===== config.mk =====
export PLATFORM = sky130hd
export DESIGN_NAME = divider
export DESIGN_NICKNAME = d
export VERILOG_FILES = /design/src/rtl/divider.sv
export SDC_FILE = /design/constraint.sdc
export NUM_CORES = 1
export LEC_CHECK = 0
export ABC_CLOCK_PERIOD_IN_PS = 4830
export BUFFER_PORTS_ARGS = -buffer_cell sky130_fd_sc_hd__buf_2
export CAP_MARGIN = 20
export CORE_MARGIN = 1
export CORE_UTILIZATION = 55
export CTS_CLUSTER_SIZE = 12
export DETAILED_ROUTE_END_ITERATION = 6
export PLACE_DENSITY = 0.75
export SLEW_MARGIN = 20
export SYNTH_ARGS = -nofsm -noshare
export SYNTH_HDL_FRONTEND = slang
export SYNTH_SLANG_ARGS = --single-unit
export TNS_END_PERCENT = 10

===== constraint.sdc =====
create_clock -name clk -period 4.83 [get_ports clk]
set_clock_uncertainty 0.05 [all_clocks]
set_input_delay 0.7245 -clock clk [delete_from_list [all_inputs] [get_ports clk]]
set_output_delay 0.7245 -clock clk [all_outputs]
set_load 0.01 [all_outputs]

===== src/rtl/divider.sv =====
// divider -- iterative restoring integer divider with RISC-V M semantics.
//
// Performs DIV / DIVU / REM / REMU on WIDTH-bit operands, one quotient bit
// per clock. An accepted request spends WIDTH cycles in CALC and one cycle
// in FIX (sign correction), then presents a registered result with a
// one-cycle valid pulse.
//
// Ports:
//   clk     in   1      clock, rising edge
//   rst     in   1      asynchronous active-high reset
//   start   in   1      request, sampled only while idle
//   op      in   2      00 DIV, 01 DIVU, 10 REM, 11 REMU
//   a       in   WIDTH  dividend, sampled with start
//   b       in   WIDTH  divisor, sampled with start
//   kill    in   1      flush: abandon the operation in flight
//   busy    out  1      operation in progress (start ignored)
//   valid   out  1      one-cycle result-valid pulse
//   result  out  WIDTH  quotient or remainder selected by op
//
// Build option:
//   DIV_ZERO_BYPASS_EN  when defined, a request with b == 0 skips CALC and
//                       goes straight to FIX, giving a 2-cycle latency.
//                       Result values are the same either way.

module divider #(
  parameter int WIDTH = 32
) (
  input  logic             clk,
  input  logic             rst,
  input  logic             start,
  input  logic [1:0]       op,
  input  logic [WIDTH-1:0] a,
  input  logic [WIDTH-1:0] b,
  input  logic             kill,
  output logic             busy,
  output logic             valid,
  output logic [WIDTH-1:0] result
);

  localparam int CW = $clog2(WIDTH + 1);

  typedef enum logic [1:0] {
    IDLE = 2'd0,
    CALC = 2'd1,
    FIX  = 2'd2
  } state_t;

  state_t           state_q, state_d;
  logic [1:0]       op_q, op_d;
  logic             signDiff_q, signDiff_d;
  logic             aSign_q, aSign_d;
  logic [WIDTH-1:0] rem_q, rem_d;
  logic [WIDTH-1:0] quo_q, quo_d;
  logic [WIDTH-1:0] div_q, div_d;
  logic [CW-1:0]    cnt_q, cnt_d;
  logic [WIDTH-1:0] result_q, result_d;
  logic             valid_q, valid_d;

  logic             signedOp;
  logic             aNeg;
  logic             bNeg;
  logic [WIDTH-1:0] aMag;
  logic [WIDTH-1:0] bMag;
  logic [WIDTH:0]   shifted;
  logic [WIDTH:0]   sub;
  logic             ge;
  logic [WIDTH-1:0] quoFinal;
  logic [WIDTH-1:0] remFinal;

  // Operand preparation: signed ops work on magnitudes, unsigned on raw bits.
  // Negating -2^(WIDTH-1) yields itself, which is the correct unsigned
  // magnitude, so the overflow case needs no special handling.
  always_comb begin
    signedOp = ~op[0];
    aNeg     = signedOp & a[WIDTH-1];
    bNeg     = signedOp & b[WIDTH-1];
    aMag     = aNeg ? ({WIDTH{1'b0}} - a) : a;
    bMag     = bNeg ? ({WIDTH{1'b0}} - b) : b;
  end

  // One restoring step. The shifted partial remainder is WIDTH+1 bits; it is
  // at least the divisor when its top bit is set or when the WIDTH-bit
  // subtraction does not borrow. The kept difference always fits WIDTH bits.
  always_comb begin
    shifted = {rem_q, quo_q[WIDTH-1]};
    sub     = {1'b0, shifted[WIDTH-1:0]} - {1'b0, div_q};
    ge      = shifted[WIDTH] | ~sub[WIDTH];
  end

  // Sign correction applied in FIX. A zero divisor never flips the quotient,
  // so it stays all-ones; the remainder takes the dividend's sign, which
  // makes a zero divisor return the original dividend.
  always_comb begin
    quoFinal = (~op_q[0] & signDiff_q) ? ({WIDTH{1'b0}} - quo_q) : quo_q;
    remFinal = (~op_q[0] & aSign_q)    ? ({WIDTH{1'b0}} - rem_q) : rem_q;
  end

  // Next-state and datapath control. Kill overrides everything at the end so
  // it wins over a simultaneous start and swallows a pending valid.
  always_comb begin
    state_d    = state_q;
    op_d       = op_q;
    signDiff_d = signDiff_q;
    aSign_d    = aSign_q;
    rem_d      = rem_q;
    quo_d      = quo_q;
    div_d      = div_q;
    cnt_d      = cnt_q;
    result_d   = result_q;
    valid_d    = 1'b0;

    unique case (state_q)
      IDLE: begin
        if (start && !kill) begin
          state_d    = CALC;
          op_d       = op;
          signDiff_d = (a[WIDTH-1] ^ b[WIDTH-1]) & (b != '0);
          aSign_d    = a[WIDTH-1];
          rem_d      = '0;
          quo_d      = aMag;
          div_d      = bMag;
          cnt_d      = CW'(WIDTH - 1);
`ifdef DIV_ZERO_BYPASS_EN
          // Preload what the iteration would converge to for b == 0.
          if (b == '0) begin
            state_d = FIX;
            quo_d   = '1;
            rem_d   = aMag;
          end
`endif
        end
      end

      CALC: begin
        rem_d = ge ? sub[WIDTH-1:0] : shifted[WIDTH-1:0];
        quo_d = {quo_q[WIDTH-2:0], ge};
        if (cnt_q == '0) begin
          state_d = FIX;
        end else begin
          cnt_d = cnt_q - CW'(1);
        end
      end

      FIX: begin
        state_d  = IDLE;
        result_d = op_q[1] ? remFinal : quoFinal;
        valid_d  = 1'b1;
      end

      default: begin
        state_d = IDLE;
      end
    endcase

    if (kill) begin
      state_d  = IDLE;
      valid_d  = 1'b0;
      result_d = result_q;
    end
  end

  // State and datapath registers; reset clears everything immediately.
  always_ff @(posedge clk or posedge rst) begin
    if (rst) begin
      state_q    <= IDLE;
      op_q       <= '0;
      signDiff_q <= 1'b0;
      aSign_q    <= 1'b0;
      rem_q      <= '0;
      quo_q      <= '0;
      div_q      <= '0;
      cnt_q      <= '0;
      result_q   <= '0;
      valid_q    <= 1'b0;
    end else begin
      state_q    <= state_d;
      op_q       <= op_d;
      signDiff_q <= signDiff_d;
      aSign_q    <= aSign_d;
      rem_q      <= rem_d;
      quo_q      <= quo_d;
      div_q      <= div_d;
      cnt_q      <= cnt_d;
      result_q   <= result_d;
      valid_q    <= valid_d;
    end
  end

  assign busy   = (state_q != IDLE);
  assign valid  = valid_q;
  assign result = result_q;

endmodule


Word-level counts from Yosys, hierarchy flattened
Index checks and enable logic that the tools add are counted.
{"block": "word_totals", "ff_bits": 141, "latchBits": 0, "ramBits": 0, "rom_bits": 0, "output_inout_bits": 34, "elab_cells": 64, "mem_count": 0}
{"block": "op_classes", "add_sub_neg": 6, "n_mul": 0, "div_mod_pow": 0, "n_lt_le_gt_ge": 0, "n_eq_ne": 6, "shifts": 0, "muxes": 19, "bitwise_logic": 11, "n_reduce_logical": 12}
{"operator": "$mux W32", "count": 8}
{"operator": "$pmux W32 S2", "count": 2}
{"operator": "$sub A1 B32 Y32 const A", "count": 4}
{"operator": "$sub A32 B32 Y33", "count": 1}
{"operator": "$reduce_bool A32 Y1", "count": 1}
{"operator": "$mux W6", "count": 2}
{"operator": "$pmux W6 S2", "count": 1}
{"operator": "$reduce_and A2 Y1", "count": 4}
{"operator": "$logic_not A6 Y1", "count": 1}
{"operator": "$mux W2", "count": 3}
{"operator": "$ne A3 B3 Y1 const B", "count": 2}
{"operator": "$sub A6 B1 Y6 const B", "count": 1}
{"operator": "$and A1 B1 Y1", "count": 5}
{"operator": "$ne A2 B2 Y1 const B", "count": 2}
{"operator": "$not A1 Y1", "count": 4}
{"operator": "$pmux W2 S2", "count": 1}
{"operator": "$reduce_bool A2 Y1", "count": 2}
{"operator": "$reduce_and A3 Y1", "count": 1}
{"operator": "$eq A2 B1 Y1 const B", "count": 1}
{"operator": "$eq A2 B2 Y1 const B", "count": 1}
{"operator": "$logic_not A2 Y1", "count": 1}
{"operator": "$mux W1", "count": 2}
{"operator": "$logic_and A1 B1 Y1", "count": 1}
{"operator": "$logic_not A1 Y1", "count": 1}
{"operator": "other kinds (2)", "count": 2}

Logic depth before layout (Yosys ltp)
{"block": "logic_depth", "ltp_word": 5, "ltp_mapped": 13, "depth_no_buf": 12}

Worst setup path before layout
OpenSTA, ideal clock, no wires.
{"block": "synth_timing", "path_kind": "register to register", "start": "register rem_q[8]", "end": "register rem_q[5]", "setup_ps": 130, "arrival_time_ps": 2626, "required_time_ps": 4650, "slack_ps": 2024, "path_stages_with_launch": 11, "synth_period_minus_slack_ps": 2806, "cell_sequence": "dfrtp_1 ha_1 a21o_1 a31oi_2 nand2_2 o211ai_2 o21ai_2 a2111oi_4 buf_6 mux2i_1 o21ai_1"}
{"block": "synth_between", "elab_chain_cells": 5}
{"element": "from (decl)", "line": "52", "text": "logic [WIDTH-1:0] rem_q, rem_d;"}
{"element": "from (signal assigned)", "line": "180", "text": "rem_q <= rem_d;"}
{"element": "$sub A32 B32 Y33", "line": "86", "text": "sub = {1'b0, shifted[WIDTH-1:0]} - {1'b0, div_q};"}
{"element": "$not A1 Y1", "line": "87", "text": "ge = shifted[WIDTH] | ~sub[WIDTH];"}
{"element": "$or A1 B1 Y1", "line": "87"}
{"element": "$mux W32", "line": "135", "text": "rem_d = ge ? sub[WIDTH-1:0] : shifted[WIDTH-1:0];"}
{"element": "$pmux W32 S2", "line": "112", "text": "unique case (state_q)"}
No other way between the ends.
A chain may end at the register's enable or synchronous reset.

Final worst setup path
{"block": "layout_timing", "start": "register quo_q[31]", "end": "register rem_q[22]"}
{"block": "layout_between", "elab_chain_cells": 5}
{"element": "from (decl)", "line": "53", "text": "logic [WIDTH-1:0] quo_q, quo_d;"}
{"element": "from (signal assigned)", "line": "181", "text": "quo_q <= quo_d;"}
{"element": "$sub A32 B32 Y33 *", "line": "86"}
{"element": "$not A1 Y1", "line": "87"}
{"element": "$or A1 B1 Y1", "line": "87"}
{"element": "$mux W32 *", "line": "135"}
{"element": "$pmux W32 S2 *", "line": "112"}
Every way passes the cells marked *; elsewhere a longest branch is shown, timed or not.

==> results.md <==
* Peak VDD IR at between 0.3 and 0.4 mV
* Antenna fix cells at 0
* Cell taking the most area after synthesis: dfrtp_1
* Syn Area/Cell at just over 8 µm²
* Routed vias at approximately 9,000
* Root Buffer: clkbuf_16
* Wire length per cell at about 16 µm
* Leak pwr at 0.005089 µW
* HP Class: input port to async pin
* CP max FO at 32
* Status: finished, violations left
* Worst Path Class, Setup: flip-flop to flip-flop
* Netlist Area Pre-Place at slightly above 10,000 µm²
* All-layer global routing usage at 0.2717
* Clock sink total at about 140
* Final setup viols at 0
* Wirelength, routed at roughly 25 mm
* Resized cells post-CTS at 0
* RSZ-0062 raised after global routing: false
* Die area at 19,080 µm²
* Drt pass-1 iters at 6
* Total power at around 6400 µW
* Detail Route Antenna Nets at 0
* Final GP Congestion at slightly above 0.9
* Number of synthesized register bits at 141
* Commonest non-fill, non-tap cell in the layout: o21ai_0
* FILL cells at ~1,600
* WP data required at ~5.1 ns
* Hold buffer count at cts at 0
* Vias in the first global route at ~9,000
* DRT iter0 DRCs at between 700 and 800
* Syn nets at 1,341
* Power density cells at ~560 nW/µm²
* Yosys warning count at 0
* Number of port buffers at 103
* Die Y at 138.1 µm
* Worst-Skew Late Latency at 0.43 ns
* CTS H-tree depth at 4
* Top cell type's share of synthesized area at 0.3461
* Ys async rst share at 1.000
* Main synth FF type: dfrtp_1
* Initial Util at 0.5637
* Crit path time final at 3.574 ns
* CTS tree: done
* Period utilization at 0.7399
* Post-synth EDFFs at 0
* Area grow syn2layout at 12.13%
* Max_cap viols at 0
* Total core area at approximately 18,000 µm²
* Clock slew at reported path FFs at 0.06 ns
* Peak Freq at 279.8 MHz
* DP HPWL at about 18 mm
* Largest net degree at the start of global routing at roughly 110
* I/O pin total at ~100
* Setup crit start kind: flip-flop
* Routed vias/inst at approximately 5.8
* Inserted Clock Buffers at 17
* Worst-Margin Slew at a little over 1 ns
* Most frequent cells in the layout: o21ai_0, dfrtp_1, nand2_1
* Fin Setup TNS at 0 ns
* Share of layout cells above drive strength 1 at 0.1318
* Worst setup EP type: flip-flop
* Mapped Cells at 1,232
* Synth area leaders: dfrtp_1, xnor2_1, o21ai_0, xor2_1, nand2_1
* First-pass GRT wire length at between 40 and 50 mm
* Synth unique cells at 63
* Max Slew Vio Count at 0
* Final Net Count at around 1,400
* Post-synthesis sequential area ratio at 0.3461
* Drt drc at 12
* Post-CTS Setup Inserts at 0
* Die width at 138.1 µm
* GRT overflow at 0
* CTS Buffer Depth at 2
* Slew HR at 0.3087
* # rows at between 40 and 50
* Final Hold Viols at 0
* Initial antenna violation count at 0
* Failing checks: design-rule violations
* Critical Path AT at between 3 and 4 ns
-- flip-flops by register name, indices dropped and copies added (netlist names) --
| signal | count |
|---|---|
| signDiff_q | 1 |
| op_q | 2 |
| quo_q | 32 |
| valid | 1 |
| rem_q | 32 |
| cnt_q | 6 |
| div_q | 32 |
| state_q | 2 |
| result | 32 |
| aSign_q | 1 |
-- layer usage --
layer  vias up  routed length, µm  global-route usage  part of all wire
li1       4530                  -                   -                 -
met1      4254              11320              0.3505              0.45
met2       196              12170              0.4611              0.48
met3        54                867             0.04330             0.035
met4         0                748              0.1017             0.030
met5         -                  0                   0                 0
-- path summary, 6_finish.rpt --
| kind | startpoint | end | slack, ns | depth (start not counted) |
|---|---|---|---|---|
| worst max register to register | quo_q[31] | rem_q[22] | 1.26 | 13 |
| worst max-delay path | quo_q[31] | rem_q[22] | 1.26 | 13 |
| worst min-delay path | rst | cnt_q[1] | 0.36 | 2 |
| max in group asynchronous | rst | rem_q[22] | 3.34 | 3 |
| min in group clk | result[22] | result[22] | 0.43 | 2 |
| worst min register to register | result[22] | result[22] | 0.43 | 2 |
-- critical path, stage by stage (launching register included) --
cell and delay, ns:
dfrtp_1 0.40, inv_1 0.15, ha_1 0.22, fa_1 0.22, nand2b_1 0.13, a21oi_1 0.10, o211ai_2 0.24, nand2_2 0.14
o211ai_2 0.26, o21ai_2 0.14, a2111oi_4 0.41, buf_4 0.49, nand2b_1 0.33, o211ai_1 0.14
-- per-stage QoR --
step	area (µm²)	hold slack [ns]	utilization	setup WS (ns)	cells
detailed placement	10850	0.4190	0.6001	1.336	1517
global route	11430	0.4394	0.6320	0.9642	1549
CTS	11430	0.4340	0.6318	1.290	1549
floorplan	10190	0.3998	-	0.2743	1232
finish	11430	0.3580	0.6320	1.256	1549
global placement	10850	0.4083	0.6001	1.414	1517
-- logic make-up (layout without fill, tap and decap cells) --
family | count (synthesis) | in the layout | synth area share
xor+xnor | 143 | 143 | 0.1229
flops | 141 | 141 | 0.3461
buf+inv | 115 | 203 | 0.04455
fa+ha+maj | 39 | 39 | 0.04860
mux | 27 | 27 | 0.02651
compound gates | 386 | 386 | 0.2337
simple gates | 381 | 381 | 0.1777
-- synthesized netlist by cell type (10+ instances only) --
library cell / number
a21o_1: 16
a21oi_1: 76
a22oi_1: 32
a31oi_1: 16
clkbuf_1: 47
dfrtp_1: 141
ha_1: 38
inv_1: 58
mux2i_1: 27
nand2_1: 133
nand2b_1: 17
nand3_1: 44
nor2_1: 80
nor2b_1: 14
nor3_1: 31
nor4_1: 13
o211ai_1: 10
o21ai_0: 142
o21ai_1: 28
o31ai_1: 13
o41ai_1: 11
xnor2_1: 85
xor2_1: 58
-- report_power, final --
group          total (µW)  leakage, µW  internal (µW)  switching, µW
combinational        3210      0.00303           1410           1810
clock                1290     0.000265            757            529
sequential           1890      0.00180           1460            423
total                6390      0.00509           3630           2760
-- layout make-up --
cell class	instances	area, µm²	share of cell area
clock buffer	18	429.2	0.03754
multi-input combinational	976	6228	0.5449
clock inverter	14	142.6	0.01248
timing repair buffer	113	590.6	0.05166
sequential	141	3528	0.3087
inverter	58	225.2	0.01970
tap	229	286.5	0.02507
Note: power is estimated with default switching activity, not from simulation.
